<file path="src/rtl/alu_wide_sequencer.sv">
// Valid/ready sequencer driving an external ALU: single 32-bit ops or chained ADD+ADC 64-bit adds.
// Wide mode (EXEC_HI pass and 64-bit Z correction) is compiled in when ALU_SEQ_WIDE_EN is defined.
module alu_wide_sequencer (
    input  logic        Clock,
    input  logic        Reset,
    input  logic        ReqValid,
    output logic        ReqReady,
    input  logic [4:0]  ReqFunSel,
    input  logic        ReqWide,
    input  logic [63:0] ReqA,
    input  logic [63:0] ReqB,
    output logic [31:0] AluA,
    output logic [31:0] AluB,
    output logic [4:0]  AluFunSel,
    output logic        AluWF,
    input  logic [31:0] AluOut,
    input  logic [3:0]  AluFlags,
    output logic        RspValid,
    input  logic        RspReady,
    output logic [63:0] RspResult,
    output logic [3:0]  RspFlags,
    output logic        RspError
);

`ifdef ALU_SEQ_WIDE_EN
    localparam int unsigned OpW    = 64;
    localparam logic [4:0]  FunAdd = 5'b10100;
    localparam logic [4:0]  FunAdc = 5'b10101;
`else
    localparam int unsigned OpW    = 32;
`endif

    typedef enum logic [2:0] {
        StIdle   = 3'd0,
        StExecLo = 3'd1,
`ifdef ALU_SEQ_WIDE_EN
        StExecHi = 3'd2,
`endif
        StCapt   = 3'd3,
        StResp   = 3'd4
    } state_e;

    state_e           state_q, state_d;
    logic [OpW-1:0]   a_q, a_d;
    logic [OpW-1:0]   b_q, b_d;
    logic [4:0]       fun_sel_q, fun_sel_d;
    logic             req_ready_q, req_ready_d;
    logic             rsp_valid_q, rsp_valid_d;
    logic [63:0]      rsp_result_q, rsp_result_d;
    logic [3:0]       rsp_flags_q, rsp_flags_d;
    logic             rsp_error_q, rsp_error_d;
    logic [31:0]      alu_a_q, alu_a_d;
    logic [31:0]      alu_b_q, alu_b_d;
    logic [4:0]       alu_fun_sel_q, alu_fun_sel_d;
    logic             alu_wf_q, alu_wf_d;
    logic             req_illegal;

`ifdef ALU_SEQ_WIDE_EN
    logic             wide_q, wide_d;

    assign req_illegal = ReqWide && (ReqFunSel != FunAdd) && (ReqFunSel != FunAdc);
`else
    logic             unused_hi;

    assign req_illegal = ReqWide;
    assign unused_hi   = ^{ReqA[63:32], ReqB[63:32]};
`endif

    always_comb begin
        state_d       = state_q;
        a_d           = a_q;
        b_d           = b_q;
        fun_sel_d     = fun_sel_q;
        rsp_result_d  = rsp_result_q;
        rsp_flags_d   = rsp_flags_q;
        rsp_error_d   = rsp_error_q;
`ifdef ALU_SEQ_WIDE_EN
        wide_d        = wide_q;
`endif

        unique case (state_q)
            StIdle: begin
                if (ReqValid) begin
                    a_d          = ReqA[OpW-1:0];
                    b_d          = ReqB[OpW-1:0];
                    fun_sel_d    = ReqFunSel;
`ifdef ALU_SEQ_WIDE_EN
                    wide_d       = ReqWide;
`endif
                    // Error responses report the flags as they stood when the request arrived.
                    rsp_result_d = '0;
                    rsp_flags_d  = AluFlags;
                    rsp_error_d  = req_illegal;
                    state_d      = req_illegal ? StResp : StExecLo;
                end
            end
            StExecLo: begin
                rsp_result_d[31:0] = AluOut;
`ifdef ALU_SEQ_WIDE_EN
                state_d = wide_q ? StExecHi : StCapt;
`else
                state_d = StCapt;
`endif
            end
`ifdef ALU_SEQ_WIDE_EN
            StExecHi: begin
                rsp_result_d[63:32] = AluOut;
                state_d             = StCapt;
            end
`endif
            StCapt: begin
                rsp_flags_d = AluFlags;
`ifdef ALU_SEQ_WIDE_EN
                // ALU Z only reflects the high word; a 64-bit zero also needs a zero low word.
                if (wide_q) begin
                    rsp_flags_d[3] = AluFlags[3] & (rsp_result_q[31:0] == 32'd0);
                end else begin
                    rsp_result_d[63:32] = '0;
                end
`else
                rsp_result_d[63:32] = '0;
`endif
                state_d = StResp;
            end
            StResp: begin
                if (RspReady) begin
                    state_d = StIdle;
                end
            end
            default: state_d = StIdle;
        endcase

        // Outputs are registered, so they are derived from the state being entered.
        req_ready_d   = (state_d == StIdle);
        rsp_valid_d   = (state_d == StResp);
        alu_a_d       = '0;
        alu_b_d       = '0;
        alu_fun_sel_d = '0;
        alu_wf_d      = 1'b0;
        case (state_d)
            StExecLo: begin
                alu_a_d       = a_d[31:0];
                alu_b_d       = b_d[31:0];
                alu_fun_sel_d = fun_sel_d;
                alu_wf_d      = 1'b1;
            end
`ifdef ALU_SEQ_WIDE_EN
            StExecHi: begin
                alu_a_d       = a_d[63:32];
                alu_b_d       = b_d[63:32];
                alu_fun_sel_d = FunAdc;
                alu_wf_d      = 1'b1;
            end
`endif
            default: ;
        endcase
    end

    always_ff @(posedge Clock) begin
        if (Reset) begin
            state_q       <= StIdle;
            a_q           <= '0;
            b_q           <= '0;
            fun_sel_q     <= '0;
            req_ready_q   <= 1'b1;
            rsp_valid_q   <= 1'b0;
            rsp_result_q  <= '0;
            rsp_flags_q   <= '0;
            rsp_error_q   <= 1'b0;
            alu_a_q       <= '0;
            alu_b_q       <= '0;
            alu_fun_sel_q <= '0;
            alu_wf_q      <= 1'b0;
`ifdef ALU_SEQ_WIDE_EN
            wide_q        <= 1'b0;
`endif
        end else begin
            state_q       <= state_d;
            a_q           <= a_d;
            b_q           <= b_d;
            fun_sel_q     <= fun_sel_d;
            req_ready_q   <= req_ready_d;
            rsp_valid_q   <= rsp_valid_d;
            rsp_result_q  <= rsp_result_d;
            rsp_flags_q   <= rsp_flags_d;
            rsp_error_q   <= rsp_error_d;
            alu_a_q       <= alu_a_d;
            alu_b_q       <= alu_b_d;
            alu_fun_sel_q <= alu_fun_sel_d;
            alu_wf_q      <= alu_wf_d;
`ifdef ALU_SEQ_WIDE_EN
            wide_q        <= wide_d;
`endif
        end
    end

    assign ReqReady  = req_ready_q;
    assign RspValid  = rsp_valid_q;
    assign RspResult = rsp_result_q;
    assign RspFlags  = rsp_flags_q;
    assign RspError  = rsp_error_q;
    assign AluA      = alu_a_q;
    assign AluB      = alu_b_q;
    assign AluFunSel = alu_fun_sel_q;
    assign AluWF     = alu_wf_q;

endmodule
</file>
<file path="config.mk">
export PLATFORM = sky130hd
export DESIGN_NAME = alu_wide_sequencer
export DESIGN_NICKNAME = d
export VERILOG_FILES = /design/src/rtl/alu_wide_sequencer.sv
export SDC_FILE = /design/constraint.sdc
export NUM_CORES = 1
export LEC_CHECK = 0
export ABC_CLOCK_PERIOD_IN_PS = 2000
export CAP_MARGIN = 10
export CORE_MARGIN = 4
export CORE_UTILIZATION = 39
export DETAILED_ROUTE_END_ITERATION = 7
export HOLD_SLACK_MARGIN = 0.02
export PLACE_DENSITY = 0.9
export SYNTH_ARGS = -nofsm -noshare
export SYNTH_HDL_FRONTEND = slang
export SYNTH_SLANG_ARGS = --single-unit
</file>
<file path="constraint.sdc">
create_clock -name Clock -period 2 [get_ports Clock]
set_input_delay 0.6 -clock Clock [delete_from_list [all_inputs] [get_ports Clock]]
set_output_delay 0.6 -clock Clock [all_outputs]
set_load 0.01 [all_outputs]
</file>
==> results_dict.tcl <==
set metrics [dict create \
    clock_path_buffers 2 \
    cp.required_ns 1.40 \
    avgSynthCellArea_um2 11.1 \
    place_ws_ns -0.542 \
    io_pins 315 \
    grt_overflow 0 \
    synth_area_um2 5770 \
    synthCells 520 \
    drtAntennaViolNets 0 \
    place_area_um2 8160 \
    nets 920 \
    critical_path_cell_count 1 \
    crit_type "reg -> out" \
    synth_seq_area_share 0.628 \
    fin_setup_tns_ns 0 \
    crit_path_top_delay_cell "clkdlybuf4s50_1" \
    synthSimpleGateAreaFrac 0.112 \
    grt_usage 0.159 \
    path_cells "clkdlybuf4s50_1" \
    drt_first_pass_iters 4 \
    rows 44 \
    status "finished, final reports clean" \
    wl_per_cell_um 14.6 \
    place_hpwl_um 9790 \
    fin_skew_ns 0.00778 \
    grt_pass1_vias 4280 \
    regToRegSetupSlack_ns 0.33 \
    cts_root_buffer "clkbuf_16" \
    io_buffers 218 \
    final_cells 943 \
    cts_buffers 17 \
    die_area_um2 16800 \
    crit_arrival_ns 1.33 \
    power.switching_mw 1.93 \
    yosysWarnings 0 \
    clock_power_share 0.390 \
    finalHoldViolCount 0 \
    die_w_um 130 \
    syn_to_final_growth_pct 51.2 \
    design.core.area_um2 14500 \
    switching_share 0.243 \
    crit_fanout 2 \
    synth-xor-area-share 0 \
    antenna_found_initial 0 \
    design_area_um2 8720 \
    vias_per_cell 4.48 \
    critical_path.max_stage_delay_ns 0.56 \
    fin_crit_sh 0.963 \
    grt_first_pass_wirelength_um 20800 \
    vias 4229 \
    hold_ws_ns 0.457 \
    cts.sinks 181 \
    seqPwrFrac 0.483 \
    worstSetupEndpointType "primary output" \
    initialDrtViolationCount 170 \
    synth_top_family_by_area "multiplexers" \
    place_inst 911 \
    hold_depth 2 \
    drive_above_1_share 0.0804 \
    yosys-mux-area-fraction 0.127 \
    hold_path_class "reg -> reg" \
    crit_path_start_kind "flip-flop" \
    cts_tree "yes" \
    wirelength_um 13800 \
    postCtsHoldBufs 0 \
    ir_drop_uv 525 \
    rsz0062_at_grt "no" \
    post_cts_buffers 0 \
    synthAdderAreaFrac 0 \
    drv_slew 0 \
    p_leak_nw 3.55 \
    grt_start_max_net_pins 45 \
    gp_congestion 0.734 \
    pwr-share-comb 0.127 \
    cts-htree-levels 4 \
    power.internal_mw 6.02 \
    synth-seq-cells 181 \
    fin_crit_ns 1.93 \
    drc 0 \
    maxCapViolCount 0 \
    fin_util 0.600 \
    p_per_area_nw_per_um2 912 \
    fin_ws_ns 0.0747 \
    clkTransAtPathRegs_ns 0.06 \
    initial_utilization 0.397 \
    finalSetupViolCount 0 \
    fmaxAchievable_mhz 519 \
    cp.buffers_inverters 1 \
    cpLargestDelayFamily "buffers and inverters" \
    synth-compound-area-share 0.0553 \
    clkLatencyLatePin_ns 0.42 \
    dieHeight_um 130 \
    p_total_mw 7.95 \
    ff2ff_path_depth 7 \
    antennaDiodeCount 0 \
    ys_types 22 \
]
[flip-flops by register name, indices dropped and copies added (netlist names)]
signal / flops
AluA: 32
AluB: 32
RspResult: 32
a_q: 32
b_q: 32
AluFunSel: 5
fun_sel_q: 5
RspFlags: 4
state_q: 3
AluWF: 1
ReqReady: 1
RspError: 1
RspValid: 1
[final timing paths]
check	from	to
max	RspResult[25]$_SDFFE_PP0P_	RspResult[25]
max reg2reg	state_q[0]$_SDFF_PP0_	a_q[24]$_SDFF_PP0_
min reg2reg	RspError$_SDFFE_PP0P_	RspError$_SDFFE_PP0P_
min	RspError$_SDFFE_PP0P_	RspError$_SDFFE_PP0P_
[power by group through the flow]
| stage | Combinational, mW | Clock, mW | Sequential, mW |
|---|---|---|---|
| floorplan | 0.501 | 0 | 3.95 |
| global placement | 0.997 | 0 | 3.92 |
| detailed placement | 1.02 | 0 | 3.93 |
| CTS | 1.02 | 3.19 | 3.84 |
| global route | 1.10 | 3.34 | 3.86 |
| finish | 1.01 | 3.10 | 3.84 |
[area by class of cell]
type | count | area, um2
repair buffers | 240 | 2460
clock inverters | 13 | 114
flip-flops and latches | 181 | 3620
multi-input cells | 303 | 1840
fillers | 1192 | 5810
clock buffers | 19 | 443
well taps | 184 | 230
inverters | 3 | 11.3
[timing repair]
| action | in CTS | in global routing |
|---|---|---|
| resized for setup | 1 | 1 |
| setup endpoints to repair | 66 | 1 |
| endpoints found under the hold margin | 0 | 0 |
[cells by family after synthesis]
| group | after synthesis |
|---|---|
| other cells | 1 |
| flops | 181 |
| compound gates | 38 |
| simple gates | 160 |
| mux | 73 |
| buf+inv | 67 |
[Yosys cell counts]
library cell  instances  area share
nor4b_2               1      0.0026
nor2_1              139       0.090
conb_1                1     0.00065
clkbuf_1             16       0.010
a22o_1               32       0.049
a21oi_1               4      0.0035
nor2b_1               1      0.0011
buf_6                 8       0.016
o221ai_1              1      0.0015
inv_1                 3      0.0020
or2_2                 1      0.0011
nor4b_1               1      0.0015
nand2_1              11      0.0072
mux2i_1              73        0.13
buf_4                32       0.042
dfxtp_1             181        0.63
or4b_2                2      0.0035
buf_2                 8      0.0069
o211a_1               1      0.0017
or4_1                 1      0.0013
or3b_1                1      0.0015
and2_1                2      0.0022
[placed cells by master, fill, tap and decap left out, types with 2 or more instances in the layout]
cell type | netlist | final
a21oi_1 | 4 | 3
a22o_1 | 32 | 32
and2_1 | 2 | 2
buf_12 | 0 | 9
buf_4 | 32 | 13
clkbuf_16 | 0 | 17
clkdlybuf4s50_1 | 0 | 216
clkinv_4 | 0 | 2
clkinvlp_4 | 0 | 3
conb_1 | 1 | 32
dfxtp_1 | 181 | 181
inv_1 | 3 | 3
inv_6 | 0 | 4
inv_8 | 0 | 3
mux2i_1 | 73 | 73
nand2_1 | 11 | 11
nor2_1 | 139 | 139
or4b_2 | 2 | 2
[per-layer routing]
layer / track usage / up-vias / part of all wire
met5: 0 / - / 0
met4: 0.0538 / 0 / 0.013
met1: 0.181 / 1947 / 0.41
met2: 0.270 / 169 / 0.49
met3: 0.0655 / 16 / 0.087
li1: - / 2097 / -
Power figures use the tool's default switching activity.
